[config.mk]
export PLATFORM = sky130hd
export DESIGN_NAME = mem_comp_buffer
export DESIGN_NICKNAME = d
export VERILOG_FILES = /design/src/rtl/mem_comp_pkg.sv /design/src/rtl/mem_comp_arb.sv /design/src/rtl/mem_comp_buffer.sv
export SDC_FILE = /design/constraint.sdc
export NUM_CORES = 1
export LEC_CHECK = 0
export CAP_MARGIN = 20
export CORE_AREA = 4 4 154 156
export CTS_BUF_LIST = sky130_fd_sc_hd__clkbuf_4 sky130_fd_sc_hd__clkbuf_8
export CTS_CLUSTER_DIAMETER = 50
export DETAILED_ROUTE_END_ITERATION = 10
export DIE_AREA = 0 0 158 160
export PLACE_DENSITY = 0.76
export SKIP_CTS_REPAIR_TIMING = 1
export SLEW_MARGIN = 20
export SYNTH_ARGS = -nofsm -noshare
export SYNTH_HDL_FRONTEND = slang
export SYNTH_SLANG_ARGS = --single-unit
[constraint.sdc]
create_clock -name clk -period 5.4 [get_ports clk]
set_input_delay 1.62 -clock clk [delete_from_list [all_inputs] [get_ports clk]]
set_output_delay 1.62 -clock clk [all_outputs]
set_load 0.03 [all_outputs]
[src/rtl/mem_comp_pkg.sv]
// Shared constants and types for the MEM->Complete stage buffer.
// Source indices, FU flag bit positions and the default-width entry layout.
package mem_comp_pkg;

    localparam int SRC_LSQ = 0;
    localparam int SRC_MEM = 1;

    localparam int FLG_WRITE    = 0;
    localparam int FLG_READ     = 1;
    localparam int FLG_READ_MEM = 2;

    localparam int DEF_DW = 32;
    localparam int DEF_AW = 32;
    localparam int DEF_FW = 3;
    localparam int DEF_SW = 1;

    typedef struct packed {
        logic [DEF_DW-1:0] data;
        logic [DEF_AW-1:0] pc;
        logic [DEF_FW-1:0] flags;
        logic [DEF_SW-1:0] src;
    } entry_t;

    // A single producer still needs a one-bit source field.
    function automatic int sel_width(input int n);
        return (n <= 1) ? 1 : $clog2(n);
    endfunction

endpackage

[src/rtl/mem_comp_arb.sv]
// Producer arbiter for the MEM->Complete buffer: fixed priority (lowest index)
// or round-robin, giving a one-hot grant plus the winning index.
module mem_comp_arb
    import mem_comp_pkg::*;
#(
    parameter int NSRC  = 2,
    parameter bit RR_EN = 1'b0,
    parameter int SW    = sel_width(NSRC)
) (
    input  logic            clk,
    input  logic            rstn,
    input  logic            flush,
    input  logic            en,
    input  logic [NSRC-1:0] req,
    output logic [NSRC-1:0] gnt,
    output logic [SW-1:0]   gnt_idx
);

    localparam int CW1 = SW + 1;

    logic [SW-1:0]  r_rr_ptr;
    logic [CW1-1:0] w_start;
    logic [CW1-1:0] w_cand;
    logic           w_any;

    // Walk the requests circularly from the start point; the first hit wins.
    always_comb begin
        gnt     = '0;
        gnt_idx = '0;
        w_any   = 1'b0;
        w_start = RR_EN ? {1'b0, r_rr_ptr} : '0;
        w_cand  = '0;
        for (int k = 0; k < NSRC; k++) begin
            w_cand = w_start + CW1'(k);
            if (w_cand >= CW1'(NSRC)) begin
                w_cand = w_cand - CW1'(NSRC);
            end
            if (en && !w_any && req[w_cand[SW-1:0]]) begin
                gnt[w_cand[SW-1:0]] = 1'b1;
                gnt_idx             = w_cand[SW-1:0];
                w_any               = 1'b1;
            end
        end
    end

    always_ff @(posedge clk or negedge rstn) begin
        if (!rstn) begin
            r_rr_ptr <= '0;
        end else if (flush) begin
            r_rr_ptr <= '0;
        end else if (RR_EN && w_any) begin
            r_rr_ptr <= (gnt_idx == SW'(NSRC - 1)) ? '0 : gnt_idx + SW'(1);
        end
    end

endmodule

[src/rtl/mem_comp_buffer.sv]
// MEM->Complete stage buffer: arbitrates NSRC producers into a DEPTH-entry FIFO
// and presents the head to the Complete stage with valid/ready handshaking.
module mem_comp_buffer
    import mem_comp_pkg::*;
#(
    parameter int NSRC  = 2,
    parameter int DEPTH = 4,
    parameter int DW    = 32,
    parameter int AW    = 32,
    parameter int FW    = 3,
    parameter bit RR_EN = 1'b0,
    localparam int SW   = sel_width(NSRC),
    localparam int CW   = $clog2(DEPTH + 1)
) (
    input  logic               clk,
    input  logic               rstn,
    input  logic               flush,
    input  logic [NSRC-1:0]    src_valid,
    output logic [NSRC-1:0]    src_ready,
    input  logic [NSRC*DW-1:0] src_data,
    input  logic [NSRC*AW-1:0] src_pc,
    input  logic [NSRC*FW-1:0] src_flags,
    output logic               out_valid,
    input  logic               out_ready,
    output logic [DW-1:0]      out_data,
    output logic [AW-1:0]      out_pc,
    output logic [FW-1:0]      out_flags,
    output logic [SW-1:0]      out_src,
    output logic [CW-1:0]      count,
    output logic               full
);

    localparam int PW = (DEPTH > 1) ? $clog2(DEPTH) : 1;
    localparam int EW = DW + AW + FW + SW;

    logic [EW-1:0]   r_mem [DEPTH];
    logic [PW-1:0]   r_rd_ptr;
    logic [PW-1:0]   r_wr_ptr;
    logic [CW-1:0]   r_count;

    logic [NSRC-1:0] w_gnt;
    logic [SW-1:0]   w_gnt_idx;
    logic            w_full;
    logic            w_valid;
    logic            w_can_push;
    logic            w_push;
    logic            w_pop;
    logic [DW-1:0]   w_sel_data;
    logic [AW-1:0]   w_sel_pc;
    logic [FW-1:0]   w_sel_flags;
    logic [EW-1:0]   w_head;

    assign w_full  = (r_count == CW'(DEPTH));
    assign w_valid = (r_count != '0);
    assign w_pop   = w_valid && out_ready && !flush;
    // A pop this cycle frees a slot even when full; rstn gating keeps grants off during reset.
    assign w_can_push = rstn && !flush && (!w_full || (w_valid && out_ready));
    assign w_push     = |w_gnt;

    mem_comp_arb #(
        .NSRC  (NSRC),
        .RR_EN (RR_EN),
        .SW    (SW)
    ) u_arb (
        .clk     (clk),
        .rstn    (rstn),
        .flush   (flush),
        .en      (w_can_push),
        .req     (src_valid),
        .gnt     (w_gnt),
        .gnt_idx (w_gnt_idx)
    );

    always_comb begin
        w_sel_data  = '0;
        w_sel_pc    = '0;
        w_sel_flags = '0;
        for (int i = 0; i < NSRC; i++) begin
            if (w_gnt[i]) begin
                w_sel_data  = src_data[i*DW +: DW];
                w_sel_pc    = src_pc[i*AW +: AW];
                w_sel_flags = src_flags[i*FW +: FW];
            end
        end
    end

    // Storage needs no reset: occupancy is tracked entirely by the pointers and count.
    always_ff @(posedge clk) begin
        if (w_push) begin
            r_mem[r_wr_ptr] <= {w_sel_data, w_sel_pc, w_sel_flags, w_gnt_idx};
        end
    end

    always_ff @(posedge clk or negedge rstn) begin
        if (!rstn) begin
            r_rd_ptr <= '0;
            r_wr_ptr <= '0;
            r_count  <= '0;
        end else if (flush) begin
            r_rd_ptr <= '0;
            r_wr_ptr <= '0;
            r_count  <= '0;
        end else begin
            if (w_push) begin
                r_wr_ptr <= r_wr_ptr + PW'(1);
            end
            if (w_pop) begin
                r_rd_ptr <= r_rd_ptr + PW'(1);
            end
            case ({w_push, w_pop})
                2'b10:   r_count <= r_count + CW'(1);
                2'b01:   r_count <= r_count - CW'(1);
                default: r_count <= r_count;
            endcase
        end
    end

    assign w_head    = r_mem[r_rd_ptr];
    assign out_valid = w_valid;
    assign out_data  = w_valid ? w_head[EW-1 -: DW]   : '0;
    assign out_pc    = w_valid ? w_head[SW+FW +: AW]  : '0;
    assign out_flags = w_valid ? w_head[SW +: FW]     : '0;
    assign out_src   = w_valid ? w_head[SW-1:0]       : '0;
    assign count     = r_count;
    assign full      = w_full;
    assign src_ready = w_gnt;

endmodule
==> flow_summary.toml <==
[critical_path]
crit_path_cell_trace = "clkdlybuf4s50_1 -> nor2b_1 -> nand2b_2 -> nor2b_1 -> buf_4"
worst_setup_path_startpoint = "flush"
worst_ep_arrival_time_ns = 3.37
critPathKind = "primary input to output pin"
critical_path_required_ns = 3.78
worst-r2r-cell-count = 4
setup.worst_path.start_class = "primary input"
critPathCaptureType = "output pin"
cp_common_cell = "sky130_fd_sc_hd__nor2b_1"
cell_type_of_the_slowest_stage_on_the_worst_timing_path = "sky130_fd_sc_hd__clkdlybuf4s50_1"
path_max_fanout = 12
slowest_delay_ns = 0.62
timing.rr.start = "count[0]"

[floorplanning]
die_x_um = 158
floorplan.initialDensity_pct = 52.3
ioPinCount = 215
height_of_the_die_um = 160
floorplan.core_area_mm2 = 0.0224
placement_rows = 55
fp.dieArea_mm2 = 0.0253

[clock_tree]
clock-sinks = 279
clock_insertion_delay_worst_skew_ns = 0.53
clkSlewWorstSetupHoldPaths_ns = 0.06
tritoncts = "yes"
htree_levels = 2
cts_made_buffers = 44
cts-root-buf = "sky130_fd_sc_hd__clkbuf_8"
cts-root-to-sink-buffers = 3

[global_routing]
overflow = 0
grt_max_degree = 72
grt_pass1_wl_mm = 40.0
via_count_of_the_first_global_routing_pass = 7498
antenna_found_initial = 0
track_usage_pct = 20.2

[route]
detail_route.drc_violations = 0
totalWireLength_mm = 25.5
final_antenna_net_count = 0
routed-via-count = 6817
drt-initial-drc-count = 590
detail_route.first_pass.iterations = 5
detail_route.wl_per_cell_um = 21.4
post_drt_via_cell_ratio = 5.73

[synth]
synth-adder-area-share_pct = 0.599
synth.top_cells.by_area = "sky130_fd_sc_hd__edfxtp_1 (70%), sky130_fd_sc_hd__mux4_2 (13%), sky130_fd_sc_hd__a22oi_1 (4.3%)"
synth.yosys.seq_area_share_pct = 71.3
main_combinational_cell_family_by_area_after_synthesis = "multiplexers"
synth_top_area_cell = "sky130_fd_sc_hd__edfxtp_1"
synth_commonest_cells = "sky130_fd_sc_hd__edfxtp_1 (272), sky130_fd_sc_hd__nor2_1 (74), sky130_fd_sc_hd__and2_1 (69)"
synthDistinctLibCells = 38
yosysMostFrequentCell = "sky130_fd_sc_hd__edfxtp_1"
number_of_enable_flip_flop_cells_after_synthesis = 272
ys_seq_elements = 279
compound_cell_area_share_of_the_yosys_netlist_pct = 4.87
post_synth_instance_area_mm2 = 0.0117
syn_nets = 799
synthesized_area_fraction_occupied_by_xor_and_xnor_cells_pct = 0.225
post_synth_and_or_nand_nor_area_fraction_pct = 7.61
yosys_most_used_dff = "sky130_fd_sc_hd__edfxtp_1"
async_flop_share_pct = 2.51
synth_mux_area_share_pct = 13.3
synthesized_netlist_cell_count = 654
yosysTopAreaCellShare_pct = 69.8
post_synth.cell_area_avg_um2 = 17.9
yosys_warnings = 0

[sta]
tns_ns = 0
setup_viol = 0
slew-limit-headroom_pct = 49.2
min_period_ns = 4.99
finalHoldViolCount = 0
fin_hold_ws_ns = 0.610
worst_max_slew_pin_slew_ns = 0.762
period_share_pct = 92.4
max_clock_freq_mhz = 200
final_max_slew_viol_count = 0
rsz_0062_raised_after_global_routing = "false"
finClkSkew_ns = 0.0300

[power_and_ir_drop]
netSwitchingFraction_pct = 29.0
static-leakage-power_nw = 4.91
clockPowerShare_pct = 28.5
seq_power_share_pct = 43.2
total_switching_power_mw = 1.67
vdd_ir_drop_max_mv = 0.234
p_comb_share_pct = 28.3
cellPowerDensity_mw_per_mm2 = 386
cellInternalPower_mw = 4.10

[worst_hold_path]
hold_path.class = "flop to flop"
hold_path.startpoint = "r_wr_ptr[1]"
hold_path_depth = 2

[final_layout]
number_of_nets_in_the_layout = 1022
drive_gt1_share_pct = 18.1
flow.area_growth_from_synthesis_pct = 27.9
num_antenna_cells = 0
final_cell_area_mm2 = 0.0150

[placed_design]
io_buffer_count = 214
cell_area_reported_after_detailed_placement_mm2 = 0.0141
hpwl_mm = 15.9
gp_routability_congestion = 0.716

[flow_run]
max_cap_viol_count = 0

[status]
run_status = "finished clean"
## per-stage QoR
step                total power [mW]  worst slack (ns)  utilization (%)  instances
CTS                             5.84             0.455             66.9       1189
detailed placement              4.19             0.488             63.2       1116
global route                    6.03             0.262             66.9       1189
finish                          5.77             0.408             66.9       1189
global placement                4.17             0.635             63.2       1116
floorplan                       3.53             0.904                -        654
## cell type report
cell class / count / area (um^2)
tap: 285 / 357
multi-input combinational: 320 / 3130
inverter: 5 / 18.8
fill: 1520 / 7410
clock inverter: 10 / 42.5
timing repair buffer: 227 / 2290
clock buffer: 63 / 767
sequential: 279 / 8350
## state kept, by name, indices dropped and copies added, names as in the netlist
name      cells
r_wr_ptr      2
count         3
r_rd_ptr      2
r_mem       272
## metal layers
layer / global-route usage [%] / routed length (um) / vias to the layer above
li1: - / - / 3042
met1: 27.2 / 10200 / 3438
met2: 34.1 / 13000 / 292
met3: 4.17 / 1810 / 45
met4: 4.73 / 452 / 0
met5: 0 / 0 / -
## critical path: cells and delay by family
| family | cells | cell delay [ns] |
|---|---|---|
| buffers and inverters | 2 | 0.85 |
| AND/OR/NAND/NOR | 3 | 0.90 |
## cells in the final DEF (no fill, tap or decap), types with 2 or more instances in the layout
cell type,synthesis,routed
sky130_fd_sc_hd__edfxtp_1,272,272
sky130_fd_sc_hd__clkinv_1,0,6
sky130_fd_sc_hd__clkdlybuf4s50_1,0,211
sky130_fd_sc_hd__clkbuf_8,0,47
sky130_fd_sc_hd__buf_12,0,5
sky130_fd_sc_hd__and2_4,0,4
sky130_fd_sc_hd__a22oi_1,67,67
sky130_fd_sc_hd__clkinv_2,0,4
sky130_fd_sc_hd__inv_1,5,5
sky130_fd_sc_hd__and2_1,69,69
sky130_fd_sc_hd__buf_4,3,10
sky130_fd_sc_hd__clkbuf_4,0,16
sky130_fd_sc_hd__dfrtp_1,7,5
sky130_fd_sc_hd__mux4_2,68,68
sky130_fd_sc_hd__nor2b_1,5,4
sky130_fd_sc_hd__mux2i_1,2,2
sky130_fd_sc_hd__nor2_1,74,74
sky130_fd_sc_hd__xor2_1,2,2
sky130_fd_sc_hd__ha_1,4,4
sky130_fd_sc_hd__nand3_1,3,3
## cells by family after synthesis
group,count (synthesis)
adder cells (fa/ha/maj),5
flip-flops,279
AO/OA/AOI/OAI,76
AND/OR/NAND/NOR,166
buffers and inverters,55
XOR/XNOR,3
multiplexers,70
## worst paths after layout
kind | to | slack (ns)
setup / recovery | src_ready[1] | 0.41
hold / removal | r_wr_ptr[1] | 0.61
setup reg to reg | r_mem[0][47] | 2.94
hold reg to reg | r_wr_ptr[1] | 0.61
max in group asynchronous | r_rd_ptr[0] | 3.83
min in group asynchronous | count[2] | 1.42
## power groups by stage
| stage | registers (mW) | clock network (mW) | logic [mW] |
|---|---|---|---|
| global route | 2.51 | 1.80 | 1.73 |
| floorplan | 2.50 | 0 | 1.03 |
| CTS | 2.50 | 1.69 | 1.66 |
| detailed placement | 2.54 | 0 | 1.65 |
| global placement | 2.54 | 0 | 1.63 |
| finish | 2.49 | 1.64 | 1.63 |
No activity file was read; power rests on OpenSTA's default activity.
